$ cat config.mk
export PLATFORM = sky130hd
export DESIGN_NAME = toggle_gen
export DESIGN_NICKNAME = d
export VERILOG_FILES = /design/src/rtl/toggle_gen_pkg.sv /design/src/rtl/toggle_gen_half_period_counter.sv /design/src/rtl/toggle_gen.sv
export SDC_FILE = /design/constraint.sdc
export NUM_CORES = 1
export LEC_CHECK = 0
export BUFFER_PORTS_ARGS = -buffer_cell sky130_fd_sc_hd__buf_2
export CORE_ASPECT_RATIO = 1.4
export CORE_UTILIZATION = 55
export DETAILED_ROUTE_END_ITERATION = 8
export PLACE_DENSITY = 0.79
export SLEW_MARGIN = 25
export SYNTH_ARGS = -nofsm -noshare
export SYNTH_HDL_FRONTEND = slang
export SYNTH_SLANG_ARGS = --single-unit
$ cat constraint.sdc
create_clock -name clk -period 2.45 [get_ports clk]
set_input_delay 0.245 -clock clk [delete_from_list [all_inputs] [get_ports clk]]
set_output_delay 0.245 -clock clk [all_outputs]
set_load 0.03 [all_outputs]
$ cat src/rtl/toggle_gen_pkg.sv
// Shared types and constants for the programmable toggle generator.
package toggle_gen_pkg;

  typedef enum logic {
    IDLE = 1'b0,
    RUN  = 1'b1
  } state_t;

  localparam logic MODE_CONT  = 1'b0;
  localparam logic MODE_BURST = 1'b1;

endpackage

$ cat src/rtl/toggle_gen_half_period_counter.sv
// Half-period divisor counter: counts enabled cycles and flags when it reaches div.
module half_period_counter #(
  parameter int unsigned DIV_W = 16
) (
  input  logic             clk,
  input  logic             rst,
  input  logic             en,
  input  logic             clear,
  input  logic [DIV_W-1:0] div,
  output logic [DIV_W-1:0] cnt,
  output logic             tc
);

  logic [DIV_W-1:0] cnt_q;

  assign tc  = (cnt_q == div);
  assign cnt = cnt_q;

  // Clear wins over counting; wrap to zero on terminal count so cnt never exceeds div.
  always_ff @(posedge clk or negedge rst) begin
    if (!rst) begin
      cnt_q <= '0;
    end else if (clear) begin
      cnt_q <= '0;
    end else if (en) begin
      cnt_q <= tc ? '0 : cnt_q + DIV_W'(1);
    end
  end

endmodule

$ cat src/rtl/toggle_gen.sv
// Programmable toggle generator: continuous or burst square wave with manual toggle in idle.
module toggle_gen
  import toggle_gen_pkg::*;
#(
  parameter int unsigned DIV_W      = 16,
  parameter int unsigned CNT_W      = 8,
  parameter logic        INIT_LEVEL = 1'b0
) (
  input  logic             clk,
  input  logic             rst,
  input  logic             en,
  input  logic             load,
  input  logic             stop,
  input  logic [DIV_W-1:0] div,
  input  logic [CNT_W-1:0] burst_len,
  input  logic             mode,
  input  logic             toggle,
  output logic             out,
  output logic             tick,
  output logic             busy,
  output logic             done
);

  state_t           state_q, state_d;
  logic             out_q, out_d;
  logic             tick_q, tick_d;
  logic             done_q, done_d;
  logic [CNT_W-1:0] rem_q, rem_d;
  logic [DIV_W-1:0] div_q, div_d;
  logic             mode_q, mode_d;

  logic             cnt_en;
  logic             cnt_clr;
  logic             cnt_tc;
  logic [DIV_W-1:0] cnt_val;

  half_period_counter #(
    .DIV_W(DIV_W)
  ) u_half_period_counter (
    .clk  (clk),
    .rst  (rst),
    .en   (cnt_en),
    .clear(cnt_clr),
    .div  (div_q),
    .cnt  (cnt_val),
    .tc   (cnt_tc)
  );

  // Next-state: stop beats load, load beats toggle; toggle only acts in IDLE.
  always_comb begin
    state_d = state_q;
    out_d   = out_q;
    tick_d  = 1'b0;
    done_d  = 1'b0;
    rem_d   = rem_q;
    div_d   = div_q;
    mode_d  = mode_q;
    cnt_en  = 1'b0;
    cnt_clr = 1'b0;

    if (stop) begin
      state_d = IDLE;
      cnt_clr = 1'b1;
    end else if (load) begin
      div_d   = div;
      mode_d  = mode;
      rem_d   = burst_len;
      cnt_clr = 1'b1;
      // An empty burst completes immediately without ever entering RUN.
      if (mode == MODE_BURST && burst_len == '0) begin
        done_d = 1'b1;
      end else begin
        state_d = RUN;
      end
    end else if (state_q == IDLE) begin
      if (toggle) begin
        out_d  = ~out_q;
        tick_d = 1'b1;
      end
    end else if (en) begin
      cnt_en = 1'b1;
      if (cnt_tc) begin
        out_d  = ~out_q;
        tick_d = 1'b1;
        if (mode_q == MODE_BURST) begin
          rem_d = rem_q - CNT_W'(1);
          if (rem_q == CNT_W'(1)) begin
            done_d  = 1'b1;
            state_d = IDLE;
          end
        end
      end
    end
  end

  // State and output registers.
  always_ff @(posedge clk or negedge rst) begin
    if (!rst) begin
      state_q <= IDLE;
      out_q   <= INIT_LEVEL;
      tick_q  <= 1'b0;
      done_q  <= 1'b0;
      rem_q   <= '0;
      div_q   <= '0;
      mode_q  <= MODE_CONT;
    end else begin
      state_q <= state_d;
      out_q   <= out_d;
      tick_q  <= tick_d;
      done_q  <= done_d;
      rem_q   <= rem_d;
      div_q   <= div_d;
      mode_q  <= mode_d;
    end
  end

  assign out  = out_q;
  assign tick = tick_q;
  assign done = done_q;
  assign busy = (state_q == RUN);

endmodule

---- Word level (Yosys, flattened, before mapping) ----
Cells that the tools add are included.
operators by class
  add/subtract/negate cells ............... 2
  equality and inequality tests ........... 5
  mux-type cells .......................... 40
  bitwise logic cells ..................... 3
  reductions and logical operators ........ 11
operators by type and width
  operator                                                             count
  16-bit 2-to-1 mux                                                    3
  8-bit 2-to-1 mux                                                     5
  1-bit 2-to-1 mux                                                     32
  16-bit by 1-bit adder with 16-bit output (second input constant)     1
  16-bit == test                                                       1
  2-bit nonzero test                                                   6
  5-bit AND reduction                                                  2
  8-bit by 1-bit == test with 1-bit output (second input constant)     1
  8-bit zero test                                                      1
  8-bit by 1-bit subtractor with 8-bit output (second input constant)  1
  3-bit != test (second input constant)                                1
  1-bit NOT                                                            3
  2-bit by 1-bit != test with 1-bit output (second input constant)     1
  2-bit != test (second input constant)                                1
  2-bit AND reduction                                                  1
  1-bit logical AND                                                    1
storage, ports and cells
  register bits after elaboration ......... 45
  input bits .............................. 31
  output and inout port bits .............. 4
  word-level logic and storage cells ...... 69

---- Depth between registers and ports, before layout ----
Gate-level depths: netlist (run 1).
  depth after elaboration ................. 8
  depth in mapped cells ................... 8
  mapped depth without buffers ............ 5

---- By module ----
From an unflattened synthesis (run 1), not the netlist that was laid out.
unflattened totals
  cell total of the unflattened synthesis .. 259
  area, all modules ....................... 2716.4 um2
modules (own cells, without submodules)
  module               times used  cells each  area an instance (um2)  seq. area each (um2)
  toggle_gen           1           130         1460.2                  725.7
  half_period_counter  1           129         1256.2                  400.4

---- Least setup slack after synthesis (run 1) ----
No wires, ideal clock.
  path kind ............................... flip-flop to flip-flop
  start ................................... register state_q, in the netlist busy
  end ..................................... register rem_q[6]
  setup time .............................. 124 ps
  data arrival time ....................... 1869 ps
  data required time ...................... 2326 ps
  path slack .............................. 458 ps
  stages on the path, launching flop included .. 7
  path buffers ............................ 1
  period minus slack after synthesis ...... 1992 ps
  cells stage by stage .................... dfrtp_1 > clkbuf_2 > nand2_1 > nor3b_1 > nand4b_1 > o21a_1 > o31a_1
between the ends
  cells in the longest elaborated chain, start to end .. 2
RTL lines
  what                                  line               text
  start, declared                       toggle_gen.sv:24   state_t state_q, state_d;
  start signal, assigned                toggle_gen.sv:107  state_q <= state_d;
  2-bit nonzero test (no source line)   --
  5-bit AND reduction (no source line)  --
  end signal, assigned                  toggle_gen.sv:111  rem_q <= rem_d;
  end, declared                         toggle_gen.sv:28   logic [CNT_W-1:0] rem_q, rem_d;
No other way between the ends.
A chain may end at the register's enable or synchronous reset.

---- Worst setup path after layout (run 1) ----
  start ................................... register u_half_period_counter.cnt_q[9], in the netlist u_half_period_counter.cnt[9]
  end ..................................... register out_q, in the netlist out
between the ends
  cells in the longest elaborated chain, start to end .. 3
RTL lines
  what                                                       line                                  text
  start, declared                                            toggle_gen_half_period_counter.sv:14  logic [DIV_W-1:0] cnt_q;
  start signal, assigned                                     toggle_gen_half_period_counter.sv:26  cnt_q <= tc ? '0 : cnt_q + DIV_W'(1);
  16-bit == test                                             toggle_gen_half_period_counter.sv:16  assign tc = (cnt_q == div);
  2-bit by 1-bit != test with 1-bit output (no source line)  --
  5-bit AND reduction (no source line)                       --
  end signal, assigned                                       toggle_gen.sv:108                     out_q <= out_d;
  end, declared                                              toggle_gen.sv:25                      logic out_q, out_d;
No other way between the ends.

==> out/summary.txt, run 1 <==
busiest grt layer -> met2
CTS Buffer Depth -> 2
DRT Pass-1 Iters -> 4
crit path DAT -> 2.30 ns
Area Growth Syn to Fin -> 13.63%
Cells after Synth -> 272
I/O Buffers -> 34
top_reg_cell synth -> dfrtp_1
largest net degree at the start of global routing -> 25
Seq cells post-synth -> 45
sequential element share of the synthesized area -> 46.83%
final layout net count -> 345
first-pass GRT wire length -> 9004 µm
max-slew violation count -> 0
# setup viols final -> 0
M2 GR Usage -> 47.01%
Max Fclk -> 0.4736 GHz
initial core utilization -> 57.20%
worst path cell trace -> xor2_1, nor4_1, nand4_2, buf_4, or2_2, o311ai_0
number of I/O pins -> 35
Post-Syn Area per Cell -> 8.841 µm²
share of layout cells above drive strength 1 -> 17.31%
Largest stage delay, worst path -> 0.45 ns
worst path bufs/invs -> 1
antenna-violating nets left -> 0
unrepaired setup endpoints after global routing -> no
CP Class -> reg -> reg
Worst Path Required -> 2.64 ns
Worst-path clk slew -> 0.09 ns
minimum clock period -> 2.112 ns
max cap viols -> 0
crit end category -> flop
met1 GRT Util -> 30.26%
HPWL after DPL -> 4196 µm
worst-margin pin slew -> 0.6456 ns
Placer Congestion -> 0.9418
grt total ovfl -> 0
# fillers -> 377
clock root cell -> clkbuf_8
Total GRT Usage -> 25.86%
Hold Path Class -> in -> reg
TritonCTS clock tree -> yes
PwrDens -> 570.7 nW/µm²
initial antenna violation count -> 0
wire length per cell -> 15.75 µm
synth warn -> 0
met3 Usage GRT -> 3.865%
register area -> 1126 µm²
vias in the first global route -> 1,938
via count -> 2,123
CTS buffer count -> 5
LEAKAGE -> 1.296 nW
DIE HEIGHT -> 80.24 µm
run status -> completed
post-DR vias/cell -> 5.947
Core Region -> 4204 µm²
clk_skew -> 0.009200 ns
synth unique cells -> 38
full die area -> 4645 µm²
H-tree depth -> 2
Worst VDD drop -> 0.3510 mV
Cell Rows -> 28
DRC Markers -> 0
CP Launch Type -> flop
multi-input logic area -> 1204 µm²
Post-synth EDFFs -> 0
Detailed Route WL -> 5624 µm
netlist area before placement -> 2405 µm²
initial DRC count -> 94
Crit path max-delay family -> simple AND/OR/NAND/NOR gates
diode count -> 0
clock latency on the worst-skew pair -> 0.30 ns
Slew HR -> 56.87%
CP Max Fanout -> 24
ys async rst share -> 100.0%
final hold vios -> 0
Slowest-stage cell, CP -> dfrtp_1
Final Power -> 1.560 mW
fin crit share -> 86.19%
net count of the mapped netlist -> 306
Die X-Extent -> 57.89 µm
Clock Sink Count -> 45
total negative slack -> 0 ns
==> timing repair <==
action,in CTS,in global routing
endpoints found under the hold margin,21,0
buffers inserted,0,0
resized for setup,0,0
endpoints found under the setup margin,0,0
hold buffers,1,0
==> synthesized netlist by cell type, types with 3 or more instances <==
library cell  number  area share [%]
or3_1              5             1.3
nand2_1           68              11
ha_1               3             1.6
a31oi_1            6             1.6
nor3b_1            3            0.94
xnor2_1            4             1.5
nor2_1            23             3.6
dfrtp_1           45              47
o22ai_1            5             1.3
clkbuf_1           6            0.94
xor2_1            25             9.1
nand3_1            6             1.2
and3_1             4             1.0
nor4_1             6             1.6
a21oi_1            6             1.2
nand4_1           11             2.9
nor3_1             6             1.2
o21ai_0            9             1.9
inv_1              3            0.47
==> layout make-up <==
| type | instances | share of cell area [%] |
|---|---|---|
| Multi-Input combinational cell | 212 | 44.05 |
| Sequential cell | 45 | 41.21 |
| Timing Repair Buffer | 43 | 8.791 |
| Clock buffer | 5 | 2.518 |
| Tap cell | 45 | 2.060 |
| Clock inverter | 3 | 0.8242 |
| Inverter | 4 | 0.5495 |
==> cell families (layout without fill, tap and decap cells) <==
kind of cell / count (synthesis) / in the layout / share of synthesized area, %
buffers and inverters: 15 / 55 / 3.121
XOR/XNOR: 29 / 29 / 10.56
adder cells (fa/ha/maj): 3 / 3 / 1.561
AO/OA/AOI/OAI: 34 / 34 / 8.794
multiplexers: 1 / 1 / 0.4162
AND/OR/NAND/NOR: 145 / 145 / 28.72
flip-flops: 45 / 45 / 46.83
==> through the flow <==
stage / utilization (%) / area (µm²) / setup WS [ns] / hold WS [ns] / cells
finish: 65.00 / 2733 / 0.3383 / 0.1193 / 357
global route: 65.00 / 2733 / 0.1570 / 0.1168 / 357
CTS: 65.00 / 2733 / 0.3155 / 0.1214 / 357
detailed placement: 62.59 / 2631 / 0.3073 / 0.2417 / 348
global placement: 62.59 / 2631 / 0.3450 / 0.2472 / 348
floorplan: - / 2405 / 0.4575 / -0.05059 / 272
==> registers in the layout (all words and copies together) (netlist names) <==
signal,flops
tick,1
u_half_period_counter.cnt,16
out,1
mode_q,1
done,1
busy,1
div_q,16
rem_q,8
==> per-layer routing <==
metal | up-vias | wire [µm] | share of wire (%)
met1 | 1026 | 2273 | 40
met3 | 11 | 235 | 4.2
li1 | 1016 | - | -
met5 | - | 0 | 0
met4 | 0 | 114 | 2.0
met2 | 70 | 3000 | 53
==> placed cells by master, fill, tap and decap left out, drive strengths merged, types with 2 or more instances in the layout <==
cell type	synthesis	layout
a21oi	6	6
a31oi	6	6
and3	4	4
and4	2	2
buf	4	42
clkbuf	7	5
clkinvlp	0	3
dfrtp	45	45
ha	3	3
inv	3	3
nand2	68	68
nand2b	2	2
nand3	6	6
nand3b	2	2
nand4	12	12
nor2	23	23
nor2b	2	2
nor3	6	6
nor3b	3	3
nor4	7	7
o21ai	9	9
o221ai	2	2
o22ai	5	5
o31a	2	2
or2	2	2
or3	5	5
xnor2	4	4
xor2	25	25
==> tightest hold or removal path: stages <==
cell     delay, ns
buf_2         0.07
nand2_1       0.04
nand2_1       0.04
==> where the power goes <==
group	internal (mW)	switching (mW)
logic	0.0994	0.136
registers	0.799	0.0587
clock network	0.200	0.267
==> final timing paths <==
kind | from | endpoint | slack (ns) | cells after the start
setup / recovery | u_half_period_counter.cnt[9]$_DFFE_PN0P_ | out$_DFFE_PN0P_ | 0.34 | 6
hold / removal | div[14] | div_q[14]$_DFFE_PN0P_ | 0.12 | 3
setup reg to reg | u_half_period_counter.cnt[9]$_DFFE_PN0P_ | out$_DFFE_PN0P_ | 0.34 | 6
hold reg to reg | div_q[3]$_DFFE_PN0P_ | div_q[3]$_DFFE_PN0P_ | 0.51 | 2
max in group asynchronous | rst | u_half_period_counter.cnt[12]$_DFFE_PN0P_ | 1.30 | 3
min in group asynchronous | rst | u_half_period_counter.cnt[4]$_DFFE_PN0P_ | 0.44 | 2
No activity file was read; power rests on OpenSTA's default activity.
==> inputs of run 2 (changes only) <==
Settings changed: CORE_ASPECT_RATIO 1.4 to not set.
==> run 2 against run 1 <==
Net effect: final cell count grew 0.84%; sequential power is essentially flat; critical path depth unchanged; clock power up 23%; fmax grew 1.3%; power up 6.4%; worst hold slack better by 0.0077 ns; first-iteration DRC count rose by 86%; global-route usage up 1.6 points; flip-flop and latch count unchanged; utilization rose by 2.2 points; non-clock buffer count shrank 2; critical path type unchanged.
==> out/summary.txt, run 2 (synthesis results as in run 1) <==
run status -> completed
Area Growth Syn to Fin -> 14.26%
final layout net count -> 343 (-0.58%)
I/O Buffers -> 34 (unchanged)
Die X-Extent -> 68.13 µm (+18%)
crit path DAT -> 2.27 ns (-0.03 ns)
Hold WS -> 0.1270 ns (+0.007703 ns)
unrepaired setup endpoints after global routing -> no
initial DRC count -> 175 (+86%)
CTS Buffer Depth -> 2 (unchanged)
met3 Usage GRT -> 7.500% (+3.6 points)
full die area -> 4641 µm² (about the same)
post-DR vias/cell -> 5.764 (-3.1%)
M2 GR Usage -> 38.24% (-8.8 points)
crit end category -> flop
LEAKAGE -> 1.304 nW (+0.67%)
Worst Path Required -> 2.64 ns (about the same)
CTS buffer count -> 5 (unchanged)
share of layout cells above drive strength 1 -> 16.77% (-0.53 points)
CP Launch Type -> flop
worst-margin pin slew -> 0.5403 ns (-0.1053 ns)
Total GRT Usage -> 27.46% (+1.6 points)
busiest grt layer -> met1
max cap viols -> 0 (unchanged)
Detailed Route WL -> 5530 µm (-1.7%)
largest net degree at the start of global routing -> 34 (+36%)
minimum clock period -> 2.084 ns (-0.02772 ns)
initial core utilization -> 58.85% (+1.6 points)
CP Class -> reg -> reg
Worst VDD drop -> 0.3888 mV (+11%)
Slew HR -> 63.71% (+6.8 points)
TritonCTS clock tree -> yes
# setup viols final -> 0 (unchanged)
Worst-path clk slew -> 0.09 ns (about the same)
PwrDens -> 603.8 nW/µm² (+5.8%)
wire length per cell -> 15.36 µm (-2.5%)
Post-CTS Setup Bufs -> 0 (unchanged)
highest-count cells in the layout ignoring fill and taps -> nand2_1 (68), dfrtp_1 (45), buf_2 (34)
DRC Markers -> 0 (unchanged)
antenna-violating nets left -> 0 (unchanged)
final hold vios -> 0 (unchanged)
total negative slack -> 0 ns (unchanged)
clock latency on the worst-skew pair -> 0.30 ns (about the same)
HPWL after DPL -> 3855 µm (-8.1%)
H-tree depth -> 2 (unchanged)
CP Max Fanout -> 24 (unchanged)
initial antenna violation count -> 0 (unchanged)
post-CTS sizing -> 0 (unchanged)
Cell Rows -> 23 (-18%)
vias in the first global route -> 1,918 (-1.0%)
via count -> 2,075 (-2.3%)
Max Fclk -> 0.4799 GHz (+1.3%)
clock root cell -> clkbuf_8
DIE HEIGHT -> 68.13 µm (-15%)
Placer Congestion -> 0.8907 (-5.4%)
first-pass GRT wire length -> 9183 µm (+2.0%)
met1 GRT Util -> 39.62% (+9.4 points)
number of I/O pins -> 35 (unchanged)
most common cell after layout, fill and taps aside -> nand2_1
Clock Sink Count -> 45 (unchanged)
DRT Pass-1 Iters -> 4 (unchanged)
fin crit share -> 85.06% (-1.1 points)
diode count -> 0 (unchanged)
Hold Path Class -> in -> reg
grt total ovfl -> 0 (unchanged)
max-slew violation count -> 0 (unchanged)
clk_skew -> 0.007705 ns (-0.001494 ns)
Core Region -> 4086 µm² (-2.8%)
run 2: cell types whose count changed in the layout (fill, tap and decap cells not counted), sizes merged:
cell / before / now
buf: 42 / 40
bufinv: 0 / 1
clkinv: 1 / 2
clkinvlp: 3 / 1
run 2: worst paths after layout:
| check | from | end | slack, ns | cells past startpoint |
|---|---|---|---|---|
| max in group asynchronous | rst | u_half_period_counter.cnt[8]$_DFFE_PN0P_ | 1.38 | 3 |
| max | div_q[12]$_DFFE_PN0P_ | out$_DFFE_PN0P_ | 0.37 | 6 |
| min reg2reg | div_q[8]$_DFFE_PN0P_ | div_q[8]$_DFFE_PN0P_ | 0.51 | 2 |
| min | div[3] | div_q[3]$_DFFE_PN0P_ | 0.13 | 3 |
| max reg2reg | div_q[12]$_DFFE_PN0P_ | out$_DFFE_PN0P_ | 0.37 | 6 |
| min in group asynchronous | rst | u_half_period_counter.cnt[13]$_DFFE_PN0P_ | 0.35 | 2 |
run 2: metrics by stage:
step	std cells	worst slack (ns)	total power [mW]	util (%)	area (µm²)
floorplan	272	0.4575	1.001	-	2405
global placement	351	0.4486	1.089	64.18	2623
detailed placement	351	0.4103	1.094	64.18	2623
CTS	360	0.3641	1.668	67.24	2748
global route	360	0.1990	1.738	67.24	2748
finish	360	0.3660	1.659	67.24	2748
run 2: timing repair:
| action | in CTS | in global routing |
|---|---|---|
| setup endpoints to repair | 0 | 0 |
| hold endpoints to repair | 12 | 0 |
| hold buffers | 1 | 0 |
run 2: layout make-up:
class,instances,area (µm²)
fill,335,1339
multi-input combinational,212,1204
sequential,45,1126
timing repair buffer,41,225.2
clock buffer,5,68.82
tap,50,62.56
clock inverter,3,46.29
inverter,4,15.01
run 2: layer usage:
layer / vias up / wire length (µm) / share of wire (%)
met2: 68 / 2480 / 45
met4: 0 / 82 / 1.5
met1: 989 / 2614 / 47
met3: 10 / 353 / 6.4
li1: 1008 / - / -
met5: - / 0 / 0
run 2: report_power, final:
group	switching [mW]	leakage [nW]	internal [mW]	total [mW]
clock	0.268	0.0543	0.305	0.573
combinational	0.131	0.674	0.0946	0.226
sequential	0.0615	0.576	0.799	0.860
run 2: worst max-delay path, stage by stage, from the launching register on:
cell      delay, ns
dfrtp_1        0.42
xor2_1         0.18
nor4_1         0.43
nand4_2        0.14
buf_4          0.23
or2_2          0.30
o311ai_0       0.27
==> inputs of run 3 (changes only) <==
Settings changed: CORE_MARGIN set to 2, RECOVER_POWER set to 25.
Clock period 2.45 ns to 2.7 ns, I/O delays scaled along.
==> run 3 against run 2 <==
Net effect: final cell count down 0.28%; via count shrank 1.1%; worst hold slack better by 0.025 ns; sequential power decreased by 9.4%; wire length decreased by 3.6%; critical path type unchanged; largest cell class unchanged; highest routed layer unchanged.
==> out/summary.txt, run 3 (synthesis results as in run 1) <==
Hold WS -> 0.1518 ns (+0.02476 ns)
Internal -> 0.9873 mW (-18%)
Clock Sink Count -> 45 (unchanged)
Area Growth Syn to Fin -> 12.12%
Worst VDD drop -> 0.4046 mV (+4.1%)
CTS Buffer Depth -> 2 (unchanged)
fin crit share -> 77.79% (-7.3 points)
Largest stage delay, worst path -> 0.46 ns (+0.03 ns)
# setup viols final -> 0 (unchanged)
initial core utilization -> 56.00% (-2.8 points)
crit path DAT -> 2.28 ns (about the same)
Max Fclk -> 0.4761 GHz (-0.77%)
hold buffer count at cts -> 0 (-1)
PwrDens -> 516.5 nW/µm² (-14%)
I/O Buffers -> 34 (unchanged)
Placer Congestion -> 0.9334 (+4.8%)
DIE HEIGHT -> 70.13 µm (+2.9%)
Final Power -> 1.393 mW (-16%)
grt total ovfl -> 0 (unchanged)
CTS buffer count -> 5 (unchanged)
antenna-violating nets left -> 0 (unchanged)
run status -> completed
Core Region -> 4294 µm² (+5.1%)
final hold vios -> 0 (unchanged)
Cell Rows -> 24 (+4.3%)
utilization after layout -> 62.79% (-4.4 points)
dpl ws -> 0.6380 ns (+0.2277 ns)
Die X-Extent -> 70.13 µm (+2.9%)
via count -> 2,053 (-1.1%)
Worst Path Required -> 2.88 ns (+0.24 ns)
Critical Path Stages -> 6 (unchanged)
TritonCTS clock tree -> yes
worst path bufs/invs -> 1 (unchanged)
clock root cell -> clkbuf_8
Post-CTS Setup Bufs -> 0 (unchanged)
multi-input logic area -> 1204 µm² (unchanged)
most common cell after layout, fill and taps aside -> nand2_1
clock latency on the worst-skew pair -> 0.30 ns (about the same)
CP Class -> reg -> reg
post-DR vias/cell -> 5.719 (-0.78%)
vias in the first global route -> 1,994 (+4.0%)
Hold Path Class -> in -> reg
initial DRC count -> 148 (-15%)
fin area -> 2696 µm² (-1.9%)
Seq pwr share -> 55.9% (+4.1 points)
H-tree depth -> 2 (unchanged)
# fillers -> 365 (+9.0%)
CP Launch Type -> flop
DRC Markers -> 0 (unchanged)
number of standard cells in the final layout excluding fillers -> 359 (-0.28%)
net load switching power -> 0.4054 mW (-12%)
CP Max Fanout -> 24 (unchanged)
max-slew violation count -> 0 (unchanged)
worst reg2reg path depth -> 6 (unchanged)
register area -> 1126 µm² (unchanged)
full die area -> 4918 µm² (+6.0%)
Total GRT Usage -> 23.85% (-3.6 points)
worst path cell trace -> xor2_1, nor4_1, nand4_2, buf_4, or2_2, o311ai_0
final worst slack -> 0.5998 ns (+0.2338 ns)
initial antenna violation count -> 0 (unchanged)
combinational power share -> 14.3% (+0.7 points)
DRT Pass-1 Iters -> 4 (unchanged)
highest-count cells in the layout ignoring fill and taps -> nand2_1 (68), dfrtp_1 (45), buf_2 (33)
diode count -> 0 (unchanged)
LEAKAGE -> 1.280 nW (-1.9%)
Post-DP Area -> 2610 µm² (-0.48%)
HPWL after DPL -> 3820 µm (-0.91%)
clock power share -> 29.8% (-4.8 points)
Slew HR -> 26.85% (-37 points)
share of layout cells above drive strength 1 -> 16.29% (-0.49 points)
minimum clock period -> 2.100 ns (+0.01622 ns)
total negative slack -> 0 ns (unchanged)
wire length per cell -> 14.85 µm (-3.3%)
clk_skew -> 0.005894 ns (-0.001811 ns)
unrepaired setup endpoints after global routing -> no
Crit path max-delay family -> simple AND/OR/NAND/NOR gates
max cap viols -> 0 (unchanged)
Slowest-stage cell, CP -> dfrtp_1
Worst-path clk slew -> 0.09 ns (about the same)
final layout net count -> 340 (-0.87%)
post-CTS sizing -> 0 (unchanged)
placed cells -> 351 (unchanged)
Detailed Route WL -> 5332 µm (-3.6%)
largest net degree at the start of global routing -> 46 (+35%)
number of I/O pins -> 35 (unchanged)
Net Sw Frac -> 29.11% (+1.4 points)
worst-margin pin slew -> 1.097 ns (+0.5570 ns)
first-pass GRT wire length -> 9335 µm (+1.7%)
WHS Path Cells -> 3 (unchanged)
crit end category -> flop
==> run 3: changes by cell type in the layout (fill, tap and decap cells not counted), sizes merged <==
cell,previous run,this run
dlygate4sd3,1,0
bufinv,1,0
clkbuf,5,6
buf,40,37
clkinv,2,3
==> run 3: worst paths after layout <==
path / startpoint / end / slack [ns]
setup reg to reg: u_half_period_counter.cnt[1]$_DFFE_PN0P_ / out$_DFFE_PN0P_ / 0.60
hold / removal: div[5] / div_q[5]$_DFFE_PN0P_ / 0.15
hold reg to reg: div_q[9]$_DFFE_PN0P_ / div_q[9]$_DFFE_PN0P_ / 0.51
min in group asynchronous: rst / div_q[3]$_DFFE_PN0P_ / 0.17
max in group asynchronous: rst / u_half_period_counter.cnt[4]$_DFFE_PN0P_ / 1.87
setup / recovery: u_half_period_counter.cnt[1]$_DFFE_PN0P_ / out$_DFFE_PN0P_ / 0.60
==> run 3: worst reg2reg max path, cell delays in order (launching register included) <==
cell	delay [ns]
dfrtp_1	0.46
xor2_1	0.18
nor4_1	0.38
nand4_2	0.15
buf_4	0.23
or2_2	0.30
o311ai_0	0.30
==> run 3: final cells by class <==
| class | count | area share, % |
|---|---|---|
| multi-input combinational | 212 | 44.64 |
| clock inverter | 3 | 0.6497 |
| inverter | 4 | 0.5568 |
| clock buffer | 5 | 2.552 |
| tap | 52 | 2.413 |
| timing repair buffer | 38 | 7.425 |
| sequential | 45 | 41.76 |
==> run 3: per-layer routing <==
layer / GRT usage (%) / vias to the layer above / wire [µm]
met2: 36.93 / 56 / 2517
met3: 4.040 / 4 / 298
met5: 0 / - / 0
met1: 34.19 / 992 / 2450
met4: 8.120 / 0 / 66
li1: - / 1001 / -
==> run 3: power by group through the flow <==
| stage | logic [mW] | registers, mW | clock network [mW] |
|---|---|---|---|
| finish | 0.199 | 0.779 | 0.414 |
| global route | 0.230 | 0.788 | 0.447 |
| CTS | 0.201 | 0.779 | 0.424 |
| detailed placement | 0.200 | 0.792 | 0 |
| global placement | 0.195 | 0.789 | 0 |
| floorplan | 0.127 | 0.781 | 0 |
